File: src/rtl/control_fsm_pkg.sv
// risc_pkg: shared types and constants for the instruction controller.
//   state_t        controller states
//   instr_class_t  decoded instruction kind
//   OPC_*/OP_*     opcode and op sub-field encodings
//   ALU_*          ALU operation codes driven on ALUop
//   *_MSB/*_LSB    instruction field bit positions
package risc_pkg;

    typedef enum logic [2:0] {
        S_WAIT      = 3'd0,
        S_DECODE    = 3'd1,
        S_WRITE_IMM = 3'd2,
        S_GET_A     = 3'd3,
        S_GET_B     = 3'd4,
        S_ALU       = 3'd5,
        S_WRITE_REG = 3'd6
    } state_t;

    typedef enum logic [2:0] {
        CLS_MOV_IMM = 3'd0,
        CLS_MOV_REG = 3'd1,
        CLS_ALU     = 3'd2,
        CLS_CMP     = 3'd3,
        CLS_MVN     = 3'd4,
        CLS_ILLEGAL = 3'd5
    } instr_class_t;

    localparam logic [2:0] OPC_MOV    = 3'b110;
    localparam logic [2:0] OPC_ALU    = 3'b101;

    localparam logic [1:0] OP_MOV_IMM = 2'b10;
    localparam logic [1:0] OP_MOV_REG = 2'b00;
    localparam logic [1:0] OP_ADD     = 2'b00;
    localparam logic [1:0] OP_CMP     = 2'b01;
    localparam logic [1:0] OP_AND     = 2'b10;
    localparam logic [1:0] OP_MVN     = 2'b11;

    localparam logic [1:0] ALU_ADD    = 2'b00;
    localparam logic [1:0] ALU_SUB    = 2'b01;
    localparam logic [1:0] ALU_AND    = 2'b10;
    localparam logic [1:0] ALU_NOT    = 2'b11;

    localparam int OPC_MSB = 15;
    localparam int OPC_LSB = 13;
    localparam int OP_MSB  = 12;
    localparam int OP_LSB  = 11;
    localparam int RN_MSB  = 10;
    localparam int RN_LSB  = 8;
    localparam int RD_MSB  = 7;
    localparam int RD_LSB  = 5;
    localparam int SH_MSB  = 4;
    localparam int SH_LSB  = 3;
    localparam int RM_MSB  = 2;
    localparam int RM_LSB  = 0;

endpackage

File: src/rtl/control_fsm_if.sv
// control_fsm_if: bundle between the instruction controller and its datapath.
//   master: drives s/instr, observes controls (testbench or sequencer side)
//   slave : the controller; samples s/instr, drives all datapath controls
interface control_fsm_if #(
    parameter int WIDTH = 16
);
    logic             s;
    logic [15:0]      instr;
    logic [2:0]       readnum;
    logic [2:0]       writenum;
    logic             loada;
    logic             loadb;
    logic             loadc;
    logic             loads;
    logic             write;
    logic             vsel;
    logic             asel;
    logic             bsel;
    logic [1:0]       shift;
    logic [1:0]       ALUop;
    logic [WIDTH-1:0] datapath_in;
    logic             w;
    logic             done;
    logic             err;

    modport master (
        output s, instr,
        input  readnum, writenum, loada, loadb, loadc, loads, write, vsel,
               asel, bsel, shift, ALUop, datapath_in, w, done, err
    );

    modport slave (
        input  s, instr,
        output readnum, writenum, loada, loadb, loadc, loads, write, vsel,
               asel, bsel, shift, ALUop, datapath_in, w, done, err
    );
endinterface

File: src/rtl/control_fsm_decode.sv
// instr_decode: purely combinational field extraction and classification
// of the latched instruction register.
//   ir_i       instruction register
//   op_o, rn_o, rd_o, sh_o, rm_o  raw fields
//   imm_sext_o imm sign-extended to WIDTH
//   cls_o      instruction kind (MOV imm/reg, ALU, CMP, MVN, illegal)
module instr_decode
    import risc_pkg::*;
#(
    parameter int WIDTH = 16,
    parameter int IMMW  = 8
) (
    input  logic [15:0]      ir_i,
    output logic [1:0]       op_o,
    output logic [2:0]       rn_o,
    output logic [2:0]       rd_o,
    output logic [1:0]       sh_o,
    output logic [2:0]       rm_o,
    output logic [WIDTH-1:0] imm_sext_o,
    output instr_class_t     cls_o
);
    logic [2:0] opcode;

    assign opcode     = ir_i[OPC_MSB:OPC_LSB];
    assign op_o       = ir_i[OP_MSB:OP_LSB];
    assign rn_o       = ir_i[RN_MSB:RN_LSB];
    assign rd_o       = ir_i[RD_MSB:RD_LSB];
    assign sh_o       = ir_i[SH_MSB:SH_LSB];
    assign rm_o       = ir_i[RM_MSB:RM_LSB];
    assign imm_sext_o = {{(WIDTH-IMMW){ir_i[IMMW-1]}}, ir_i[IMMW-1:0]};

    always_comb begin
        cls_o = CLS_ILLEGAL;
        case (opcode)
            OPC_MOV: begin
                if (op_o == OP_MOV_IMM)      cls_o = CLS_MOV_IMM;
                else if (op_o == OP_MOV_REG) cls_o = CLS_MOV_REG;
            end
            OPC_ALU: begin
                case (op_o)
                    OP_MVN:  cls_o = CLS_MVN;
                    OP_CMP:  cls_o = CLS_CMP;
                    default: cls_o = CLS_ALU;
                endcase
            end
            default: cls_o = CLS_ILLEGAL;
        endcase
    end
endmodule

File: src/rtl/control_fsm.sv
// control_fsm: multi-cycle instruction sequencer for a simple register datapath.
//   clk      rising-edge clock
//   reset_n  asynchronous active-low reset
//   bus      control_fsm_if.slave (s/instr in; datapath strobes, w/done/err out)
//
// state       | meaning
// WAIT        | idle, w=1, accepts s and latches instr
// DECODE      | classify IR; illegal opcode pulses err and returns to WAIT
// WRITE_IMM   | write sign-extended immediate to Rn
// GET_A       | read Rn into A
// GET_B       | read Rm into B
// ALU         | shift/ALU op; CMP loads status and finishes here
// WRITE_REG   | write C to Rd
module control_fsm
    import risc_pkg::*;
#(
    parameter int WIDTH = 16,
    parameter int IMMW  = 8
) (
    input logic          clk,
    input logic          reset_n,
    control_fsm_if.slave bus
);
    state_t       state_q, state_d;
    logic [15:0]  ir_q, ir_d;

    logic [1:0]       op, sh;
    logic [2:0]       rn, rd, rm;
    logic [WIDTH-1:0] imm_sext;
    instr_class_t     cls;

    instr_decode #(.WIDTH(WIDTH), .IMMW(IMMW)) u_decode (
        .ir_i       (ir_q),
        .op_o       (op),
        .rn_o       (rn),
        .rd_o       (rd),
        .sh_o       (sh),
        .rm_o       (rm),
        .imm_sext_o (imm_sext),
        .cls_o      (cls)
    );

    always_ff @(posedge clk or negedge reset_n) begin
        if (!reset_n) begin
            state_q <= S_WAIT;
            ir_q    <= '0;
        end else begin
            state_q <= state_d;
            ir_q    <= ir_d;
        end
    end

    // All outputs decode from state_q/ir_q only, so reset clears them at once.
    always_comb begin
        state_d          = state_q;
        ir_d             = ir_q;
        bus.readnum      = '0;
        bus.writenum     = '0;
        bus.loada        = 1'b0;
        bus.loadb        = 1'b0;
        bus.loadc        = 1'b0;
        bus.loads        = 1'b0;
        bus.write        = 1'b0;
        bus.vsel         = 1'b0;
        bus.asel         = 1'b0;
        bus.bsel         = 1'b0;
        bus.shift        = '0;
        bus.ALUop        = '0;
        bus.datapath_in  = '0;
        bus.w            = 1'b0;
        bus.done         = 1'b0;
        bus.err          = 1'b0;

        case (state_q)
            S_WAIT: begin
                bus.w = 1'b1;
                if (bus.s) begin
                    ir_d    = bus.instr;
                    state_d = S_DECODE;
                end
            end
            S_DECODE: begin
                case (cls)
                    CLS_MOV_IMM: state_d = S_WRITE_IMM;
                    CLS_MOV_REG,
                    CLS_MVN:     state_d = S_GET_B;
                    CLS_ALU,
                    CLS_CMP:     state_d = S_GET_A;
                    default: begin
                        bus.err = 1'b1;
                        state_d = S_WAIT;
                    end
                endcase
            end
            S_WRITE_IMM: begin
                bus.write       = 1'b1;
                bus.vsel        = 1'b1;
                bus.writenum    = rn;
                bus.datapath_in = imm_sext;
                bus.done        = 1'b1;
                state_d         = S_WAIT;
            end
            S_GET_A: begin
                bus.readnum = rn;
                bus.loada   = 1'b1;
                state_d     = S_GET_B;
            end
            S_GET_B: begin
                bus.readnum = rm;
                bus.loadb   = 1'b1;
                state_d     = S_ALU;
            end
            S_ALU: begin
                bus.shift = sh;
                // MOV reg and MVN ignore A by forcing it to zero.
                case (cls)
                    CLS_MOV_REG: begin bus.asel = 1'b1; bus.ALUop = ALU_ADD; end
                    CLS_MVN:     begin bus.asel = 1'b1; bus.ALUop = ALU_NOT; end
                    default:     bus.ALUop = op;
                endcase
                if (cls == CLS_CMP) begin
                    bus.loads = 1'b1;
                    bus.done  = 1'b1;
                    state_d   = S_WAIT;
                end else begin
                    bus.loadc = 1'b1;
                    state_d   = S_WRITE_REG;
                end
            end
            S_WRITE_REG: begin
                bus.write    = 1'b1;
                bus.writenum = rd;
                bus.done     = 1'b1;
                state_d      = S_WAIT;
            end
            default: state_d = S_WAIT;
        endcase
    end
endmodule

File: src/flat_wrapper.sv
// flat-port wrapper written by rule: the top's interface ports become plain ports
module control_fsm_flat import risc_pkg::*;
#(
    parameter int WIDTH = 16,
    parameter int IMMW  = 8
)
  (clk, reset_n, bus_s, bus_instr, bus_readnum, bus_writenum, bus_loada, bus_loadb, bus_loadc, bus_loads, bus_write, bus_vsel, bus_asel, bus_bsel, bus_shift, bus_ALUop, bus_datapath_in, bus_w, bus_done, bus_err);
  control_fsm_if #(.WIDTH(WIDTH)) bus_i ();
  input logic clk;
  input logic reset_n;
  input wire logic [$bits(bus_i.s)-1:0] bus_s;
  input wire logic [$bits(bus_i.instr)-1:0] bus_instr;
  output wire logic [$bits(bus_i.readnum)-1:0] bus_readnum;
  output wire logic [$bits(bus_i.writenum)-1:0] bus_writenum;
  output wire logic [$bits(bus_i.loada)-1:0] bus_loada;
  output wire logic [$bits(bus_i.loadb)-1:0] bus_loadb;
  output wire logic [$bits(bus_i.loadc)-1:0] bus_loadc;
  output wire logic [$bits(bus_i.loads)-1:0] bus_loads;
  output wire logic [$bits(bus_i.write)-1:0] bus_write;
  output wire logic [$bits(bus_i.vsel)-1:0] bus_vsel;
  output wire logic [$bits(bus_i.asel)-1:0] bus_asel;
  output wire logic [$bits(bus_i.bsel)-1:0] bus_bsel;
  output wire logic [$bits(bus_i.shift)-1:0] bus_shift;
  output wire logic [$bits(bus_i.ALUop)-1:0] bus_ALUop;
  output wire logic [$bits(bus_i.datapath_in)-1:0] bus_datapath_in;
  output wire logic [$bits(bus_i.w)-1:0] bus_w;
  output wire logic [$bits(bus_i.done)-1:0] bus_done;
  output wire logic [$bits(bus_i.err)-1:0] bus_err;
  assign bus_i.s = bus_s;
  assign bus_i.instr = bus_instr;
  assign bus_readnum = bus_i.readnum;
  assign bus_writenum = bus_i.writenum;
  assign bus_loada = bus_i.loada;
  assign bus_loadb = bus_i.loadb;
  assign bus_loadc = bus_i.loadc;
  assign bus_loads = bus_i.loads;
  assign bus_write = bus_i.write;
  assign bus_vsel = bus_i.vsel;
  assign bus_asel = bus_i.asel;
  assign bus_bsel = bus_i.bsel;
  assign bus_shift = bus_i.shift;
  assign bus_ALUop = bus_i.ALUop;
  assign bus_datapath_in = bus_i.datapath_in;
  assign bus_w = bus_i.w;
  assign bus_done = bus_i.done;
  assign bus_err = bus_i.err;
  control_fsm #(.WIDTH(WIDTH), .IMMW(IMMW)) u_core (.clk(clk), .reset_n(reset_n), .bus(bus_i));
endmodule
File: config.mk
export PLATFORM = sky130hd
export DESIGN_NAME = control_fsm_flat
export DESIGN_NICKNAME = d
export VERILOG_FILES = /design/src/rtl/control_fsm_pkg.sv /design/src/rtl/control_fsm_if.sv /design/src/rtl/control_fsm_decode.sv /design/src/rtl/control_fsm.sv /design/src/flat_wrapper.sv
export SDC_FILE = /design/constraint.sdc
export NUM_CORES = 1
export LEC_CHECK = 0
export CAP_MARGIN = 10
export CORE_UTILIZATION = 44
export DETAILED_ROUTE_END_ITERATION = 8
export GPL_TIMING_DRIVEN = 0
export PLACE_DENSITY = 0.84
export SETUP_SLACK_MARGIN = 0.5
export SLEW_MARGIN = 0
export SYNTH_ARGS = -nofsm -noshare
export SYNTH_HDL_FRONTEND = slang
export SYNTH_SLANG_ARGS = --single-unit
File: constraint.sdc
create_clock -name clk -period 3.4 [get_ports clk]
set_clock_uncertainty 0.15 [all_clocks]
set_input_delay 0.68 -clock clk [delete_from_list [all_inputs] [get_ports clk]]
set_output_delay 0.68 -clock clk [all_outputs]
set_load 0.005 [all_outputs]
==> results.json, run 1 <==
{
  "routed-via-count": 1011,
  "critical_path.startpoint": "u_core.ir_q[11]$_DFFE_PN0P_",
  "max_cap_violations": 0,
  "nets": 187,
  "drive_above_1_share_pct": 26.9,
  "track_usage_pct": 20.9,
  "synthSimpleGateAreaFrac_pct": 19.7,
  "yosysTopAreaCellShare_pct": 40.0,
  "numPortBuffers": 54,
  "clockBufferDepth": 2,
  "grt_pass1_vias": 934,
  "cts-htree-levels": 1,
  "drt-initial-drc-count": 11,
  "yosys_warnings": 0,
  "synth.avg_cell_area_um2": 11.0,
  "cts.reportedPaths.clkPinSlew_ns": 0.10,
  "fmax_mhz": 358,
  "clockRootBuffer": "clkbuf_4",
  "gp_congestion": 0.772,
  "post-synth-top-area-cell": "dfrtp_1",
  "r2r_slack_ns": 1.65,
  "detail_route.first_pass.iterations": 4,
  "antenna_found_initial": 0,
  "final_cell_area_um2": 1840,
  "synthMuxAreaShare_pct": 21.8,
  "startpoint_type": "flip-flop",
  "tightest_slew_ns": 0.858,
  "cts_buffers": 3,
  "placementRows": 18,
  "worstSetupPathType": "flip-flop to output pin",
  "wl_um": 2810,
  "grt_start_max_net_pins": 20,
  "synth_cell_types": 30,
  "drtAntennaViolNets": 0,
  "dpl.hpwl_um": 2140,
  "finalSetupViolations": 0,
  "syn_area_um2": 1190,
  "synth_xor_xnor_area_share_pct": 0,
  "status": "finished clean",
  "peakVddDrop_mv": 0.475,
  "num_antenna_cells": 0,
  "r2r-end": "u_core.ir_q[12]$_DFFE_PN0P_",
  "synth_compound_area_share_pct": 8.00,
  "worstPathArrival_ns": 1.96,
  "dpl-instance-area_um2": 1770,
  "dpl.cell_count": 192,
  "synth_cells": 108,
  "start_util_pct": 47.1,
  "synthAdderAreaFrac_pct": 0,
  "post-route-util_pct": 72.8,
  "cp-end-kind": "output pin",
  "final-instance-count-excl-fill": 197,
  "tritoncts": "done",
  "hold_buffers": 0,
  "clock-sinks": 19,
  "ioPinCount": 56,
  "overflow": 0,
  "final_max_slew_viol_count": 0,
  "clk_latency_ns": 0.29,
  "grt_pass1_wl_um": 4280,
  "crit_fanout": 8,
  "rsz0062_at_grt": "false",
  "holdWs_ns": 0.394,
  "fp.dieH_um": 54.0,
  "powerDensity_nw_per_um2": 716,
  "synth_top_family_by_area": "multiplexers",
  "yosysSeqAreaShare_pct": 40.0,
  "power_leakage_uw": 0.000815,
  "routedWlPerCell_um": 14.3,
  "hp-class": "flip-flop to flip-flop",
  "coreArea_um2": 2520,
  "syn_to_final_growth_pct": 54.5,
  "synth.top_cells.by_area": "dfrtp_1 40%, mux2_4 13%, and2_1 6.8%, mux2_2 6.6%, buf_4 5.7%",
  "drc": 0,
  "final.setup.tns_ns": 0,
  "worstPathRequired_ns": 2.57,
  "max_slew_margin_pct": 42.6,
  "hold_viol_final": 0,
  "syn_nets": 127,
  "synth-seq-cells": 19,
  "critPathCapture": "bus_err",
  "reg2reg_from": "u_core.state_q[0]$_DFFE_PN0P_",
  "vias_per_cell": 5.13,
  "fin_crit_sh_pct": 82.1,
  "die_area_um2": 2910,
  "die_x_um": 54.0,
  "reg2reg_depth": 6,
  "period_needed_ns": 2.79
}
==> where the power goes <==
| part | leakage (uW) | switching, uW | internal [uW] |
|---|---|---|---|
| Combinational | 0.000572 | 251 | 480 |
| Clock | 0.0000177 | 67.4 | 43.7 |
| Sequential | 0.000225 | 133 | 340 |
| Total | 0.000815 | 452 | 863 |
==> Yosys cell counts (all sizes together) <==
master and number:
buf 13, conb 1, o21ai 4, a22o 3, a211o 1, and2 14
nor3 5, or2b 1, dfrtp 19, and3 1, nor2 9, a221o 1
mux2 17, nand2 2, and4b 1, a211oi 4, nand3b 1, or2 2
nand2b 3, mux2i 3, nor4b 1, inv 2
==> worst max-delay path: stages, from the launching register on <==
cell and delay, ns:
dfrtp_1 0.50, nor2_1 0.07, mux2_2 0.26, a211oi_1 0.29, clkdlybuf4s50_1 0.56
==> worst min-delay path by stage <==
stage,from,to,slack (ns),cells after the start
3_5_place_dp,u_core.ir_q[3]$_DFFE_PN0P_,u_core.ir_q[3]$_DFFE_PN0P_,0.36,1
2_1_floorplan,reset_n,u_core.ir_q[0]$_DFFE_PN0P_,0.23,0
6_report,u_core.ir_q[3]$_DFFE_PN0P_,u_core.ir_q[3]$_DFFE_PN0P_,0.39,1
3_3_place_gp,u_core.ir_q[7]$_DFFE_PN0P_,u_core.ir_q[7]$_DFFE_PN0P_,0.36,1
4_1_cts,u_core.ir_q[3]$_DFFE_PN0P_,u_core.ir_q[3]$_DFFE_PN0P_,0.40,1
5_1_grt,u_core.ir_q[6]$_DFFE_PN0P_,u_core.ir_q[6]$_DFFE_PN0P_,0.42,1
==> registers in the layout (all words and copies together), names as in the netlist <==
name / count
u_core.state_q: 3
u_core.ir_q: 16
==> layer usage <==
| metal | routed length (um) | vias to the layer above | GRT usage (%) | share of wire, % |
|---|---|---|---|---|
| met4 | 23 | 0 | 6.41 | 0.82 |
| met3 | 209 | 4 | 5.93 | 7.4 |
| met1 | 1200 | 480 | 26.1 | 43 |
| li1 | - | 486 | - | - |
| met2 | 1380 | 41 | 34.8 | 49 |
| met5 | 0 | - | 0 | 0 |
==> repair_timing <==
item | in CTS | in global routing
pin swaps | 1 | 0
gates resized for setup | 5 | 8
endpoints found under the setup margin | 17 | 27
setup buffers | 1 | 0
==> per-stage QoR <==
stage	worst slack, ns	power [uW]
6_report	0.610	1310
3_3_place_gp	0.375	1150
5_1_grt	0.521	1410
2_1_floorplan	1.13	888
3_5_place_dp	0.333	1170
4_1_cts	0.511	1310
==> layout by cell type (no fill, tap or decap), types with 4 or more instances in the layout <==
cell type / synthesis / final
clkdlybuf4s50_1: 0 / 51
dfrtp_1: 19 / 18
and2_1: 13 / 12
mux2_4: 10 / 10
buf_4: 9 / 10
nor2_1: 9 / 7
mux2_2: 7 / 7
a211oi_1: 4 / 4
==> area by class of cell <==
| class | instances | area [um^2] |
|---|---|---|
| Multi-Input combinational cell | 74 | 617 |
| Clock inverter | 1 | 5.00 |
| Fill cell | 178 | 686 |
| Tap cell | 30 | 37.5 |
| Inverter | 2 | 7.51 |
| Sequential cell | 19 | 477 |
| Timing Repair Buffer | 55 | 556 |
| Buffer | 13 | 115 |
| Clock buffer | 3 | 22.5 |
==> cell families after synthesis <==
group / count (synthesis)
flip-flops: 19
AND/OR/NAND/NOR: 40
multiplexers: 20
AO/OA/AOI/OAI: 13
other: 1
buffers and inverters: 15
No activity file was read; power rests on OpenSTA's default activity.
==> run 2, diff against run 1 <==
--- a/config.mk
+++ b/config.mk
@@ -6,10 +6,10 @@
 export NUM_CORES = 1
 export LEC_CHECK = 0
 export CAP_MARGIN = 10
-export CORE_UTILIZATION = 44
+export CORE_UTILIZATION = 41
 export DETAILED_ROUTE_END_ITERATION = 8
 export GPL_TIMING_DRIVEN = 0
-export PLACE_DENSITY = 0.84
+export PLACE_DENSITY = 0.79
 export SETUP_SLACK_MARGIN = 0.5
 export SLEW_MARGIN = 0
 export SYNTH_ARGS = -nofsm -noshare
==> constraint.sdc (replaced) <==
create_clock -name clk -period 2.8 [get_ports clk]
set_clock_uncertainty 0.15 [all_clocks]
set_input_delay 0.56 -clock clk [delete_from_list [all_inputs] [get_ports clk]]
set_output_delay 0.56 -clock clk [all_outputs]
set_load 0.005 [all_outputs]
==> results.json, run 2 (synthesized netlist as in run 1, its figures left out) <==
{
  "startpoint_type": "flip-flop",
  "max_cap_violations": 0,
  "clockRootBuffer": "clkbuf_4",
  "worstSetupPathType": "flip-flop to output pin",
  "start_util_pct": 43.1,
  "cts.reportedPaths.clkPinSlew_ns": 0.11,
  "drive_above_1_share_pct": 63.5,
  "drc": 0,
  "nets": 228,
  "largest_register_ffs": 16,
  "finalSetupViolations": 0,
  "power_leakage_uw": 0.00121,
  "hold_viol_final": 0,
  "coreArea_um2": 2760,
  "overflow": 0,
  "hp-class": "flip-flop to flip-flop",
  "track_usage_pct": 26.2,
  "worstPathArrival_ns": 1.78,
  "cts_buffers": 3,
  "cts-htree-levels": 1,
  "rsz0062_at_grt": "true",
  "grt-busiest-layer": "met2",
  "routedWlPerCell_um": 18.0,
  "drt-initial-drc-count": 23,
  "crit_fanout": 6,
  "internal_power_uw": 1320,
  "max_stage_delay_ns": 0.43,
  "grt_pass1_vias": 1264,
  "syn_to_final_growth_pct": 92.4,
  "holdWs_ns": 0.405,
  "crit_chain": "buf_6 -> nand2b_4 -> nor2_4 -> buf_6 -> buf_6 -> buf_6 -> buf_6 -> buf_6 -> and2_4 -> buf_6",
  "antenna_found_initial": 0,
  "clock-sinks": 19,
  "cp_top_family": "buffers and inverters",
  "critPathBufInv": 7,
  "final_max_slew_viol_count": 0,
  "worstPathRequired_ns": 2.09,
  "swShare_pct": 36.2,
  "vias_per_cell": 5.24,
  "switchingPower_uw": 749,
  "gp_congestion": 0.727,
  "grt_use_met3_pct": 4.65,
  "grt_pass1_wl_um": 6320,
  "final_cell_mix": "42 x buf_6, 25 x buf_4, 18 x clkdlybuf4s50_1",
  "top_register": "u_core.ir_q",
  "timing.critical_path.mode_cell": "buf_6",
  "clk_latency_ns": 0.29,
  "num_antenna_cells": 0,
  "cpMaxStageDelayCell": "dfrtp_2",
  "final_common_cell": "buf_6",
  "peakVddDrop_mv": 0.840,
  "fin_crit_sh_pct": 88.8,
  "detail_route.first_pass.iterations": 4,
  "ioPinCount": 56,
  "combPwrFrac_pct": 65.0,
  "grt_start_max_net_pins": 20,
  "cp-end-kind": "output pin",
  "top_regs": "u_core.ir_q x16, u_core.state_q x3",
  "tritoncts": "done",
  "die_x_um": 55.8,
  "powerDensity_nw_per_um2": 904,
  "setup_ws_ns": 0.314,
  "placementRows": 19,
  "hold_buffers": 0,
  "pwr-share-clk_pct": 6.7,
  "wl_um": 4310,
  "clockBufferDepth": 2,
  "die_area_um2": 3120,
  "seqPwrFrac_pct": 28.3,
  "pre_cts_ws_ns": -0.193,
  "numPortBuffers": 54,
  "fmax_mhz": 402,
  "status": "finished clean",
  "use_met1_pct": 31.6,
  "max_slew_margin_pct": 42.9,
  "fp.dieH_um": 55.8,
  "dpl.hpwl_um": 2050,
  "drtAntennaViolNets": 0,
  "grtUsageMet2_pct": 47.7,
  "tightest_slew_ns": 0.854,
  "period_needed_ns": 2.49,
  "routed-via-count": 1252
}
[run 2: changes by cell type in the layout (fill, tap and decap cells not counted), sizes merged]
cell	before	now
buf	13	75
clkdlybuf4s50	51	18
dlymetal6s2s	3	8
clkinv	1	0
and2	14	15
dlygate4sd2	0	2
clkbuf	4	9
[run 2: path summary, 6_finish.rpt]
path	start	endpoint	slack, ns	depth (start not counted)
setup reg to reg	u_core.state_q[1]$_DFFE_PN0P_	u_core.ir_q[10]$_DFFE_PN0P_	0.86	7
hold reg to reg	u_core.ir_q[4]$_DFFE_PN0P_	u_core.ir_q[4]$_DFFE_PN0P_	0.41	1
setup / recovery	u_core.state_q[1]$_DFFE_PN0P_	bus_datapath_in[6]	0.31	10
max in group asynchronous	reset_n	u_core.state_q[2]$_DFFE_PN0P_	1.33	1
hold / removal	u_core.ir_q[4]$_DFFE_PN0P_	u_core.ir_q[4]$_DFFE_PN0P_	0.41	1
min in group asynchronous	reset_n	u_core.ir_q[15]$_DFFE_PN0P_	0.59	1
[run 2: area by class of cell]
type                       count  area (um^2)
timing repair buffer          95          908
tap                           31         38.8
inverter                       2         7.51
clock buffer                   4         26.3
multi-input combinational     75          691
buffer                        13          133
fill                         138          470
sequential                    19          483
[run 2: timing repair]
item	CTS	global route
setup buffers	34	7
gates cloned	1	0
gates resized for setup	148	38
endpoints found under the setup margin	35	34
pin swaps	9	8
[run 2: through the flow]
stage	cells	power [uW]	TNS [ns]	util, %	instance area [um^2]
after CTS	232	1900	0	78.1	2150
final	239	2070	0	82.9	2290
after floorplan	108	1080	0	-	1190
after global routing	239	2170	0	82.9	2290
after global placement	193	1400	-1.25	64.1	1770
after detailed placement	193	1420	-1.58	64.1	1770
[run 2: power by group through the flow]
stage	sequential (uW)	combinational, uW	clock (uW)
after floorplan	518	560	0
after global placement	553	843	0
after detailed placement	562	860	0
after CTS	556	1200	147
after global routing	602	1410	159
final	585	1340	139
[run 2: layer usage]
| layer | part of all wire, % | vias to the layer above |
|---|---|---|
| li1 | - | 573 |
| met1 | 40 | 619 |
| met2 | 54 | 56 |
| met3 | 5.3 | 4 |
| met4 | 1.1 | 0 |
| met5 | 0 | - |
==> run 3, diff against run 2 <==
--- a/config.mk
+++ b/config.mk
@@ -5,7 +5,7 @@
 export SDC_FILE = /design/constraint.sdc
 export NUM_CORES = 1
 export LEC_CHECK = 0
-export CAP_MARGIN = 10
+export CAP_MARGIN = 20
 export CORE_UTILIZATION = 41
 export DETAILED_ROUTE_END_ITERATION = 8
 export GPL_TIMING_DRIVEN = 0
==> results of run 3 <==
The final DEF is identical to that of run 2; final timing and power are the same.
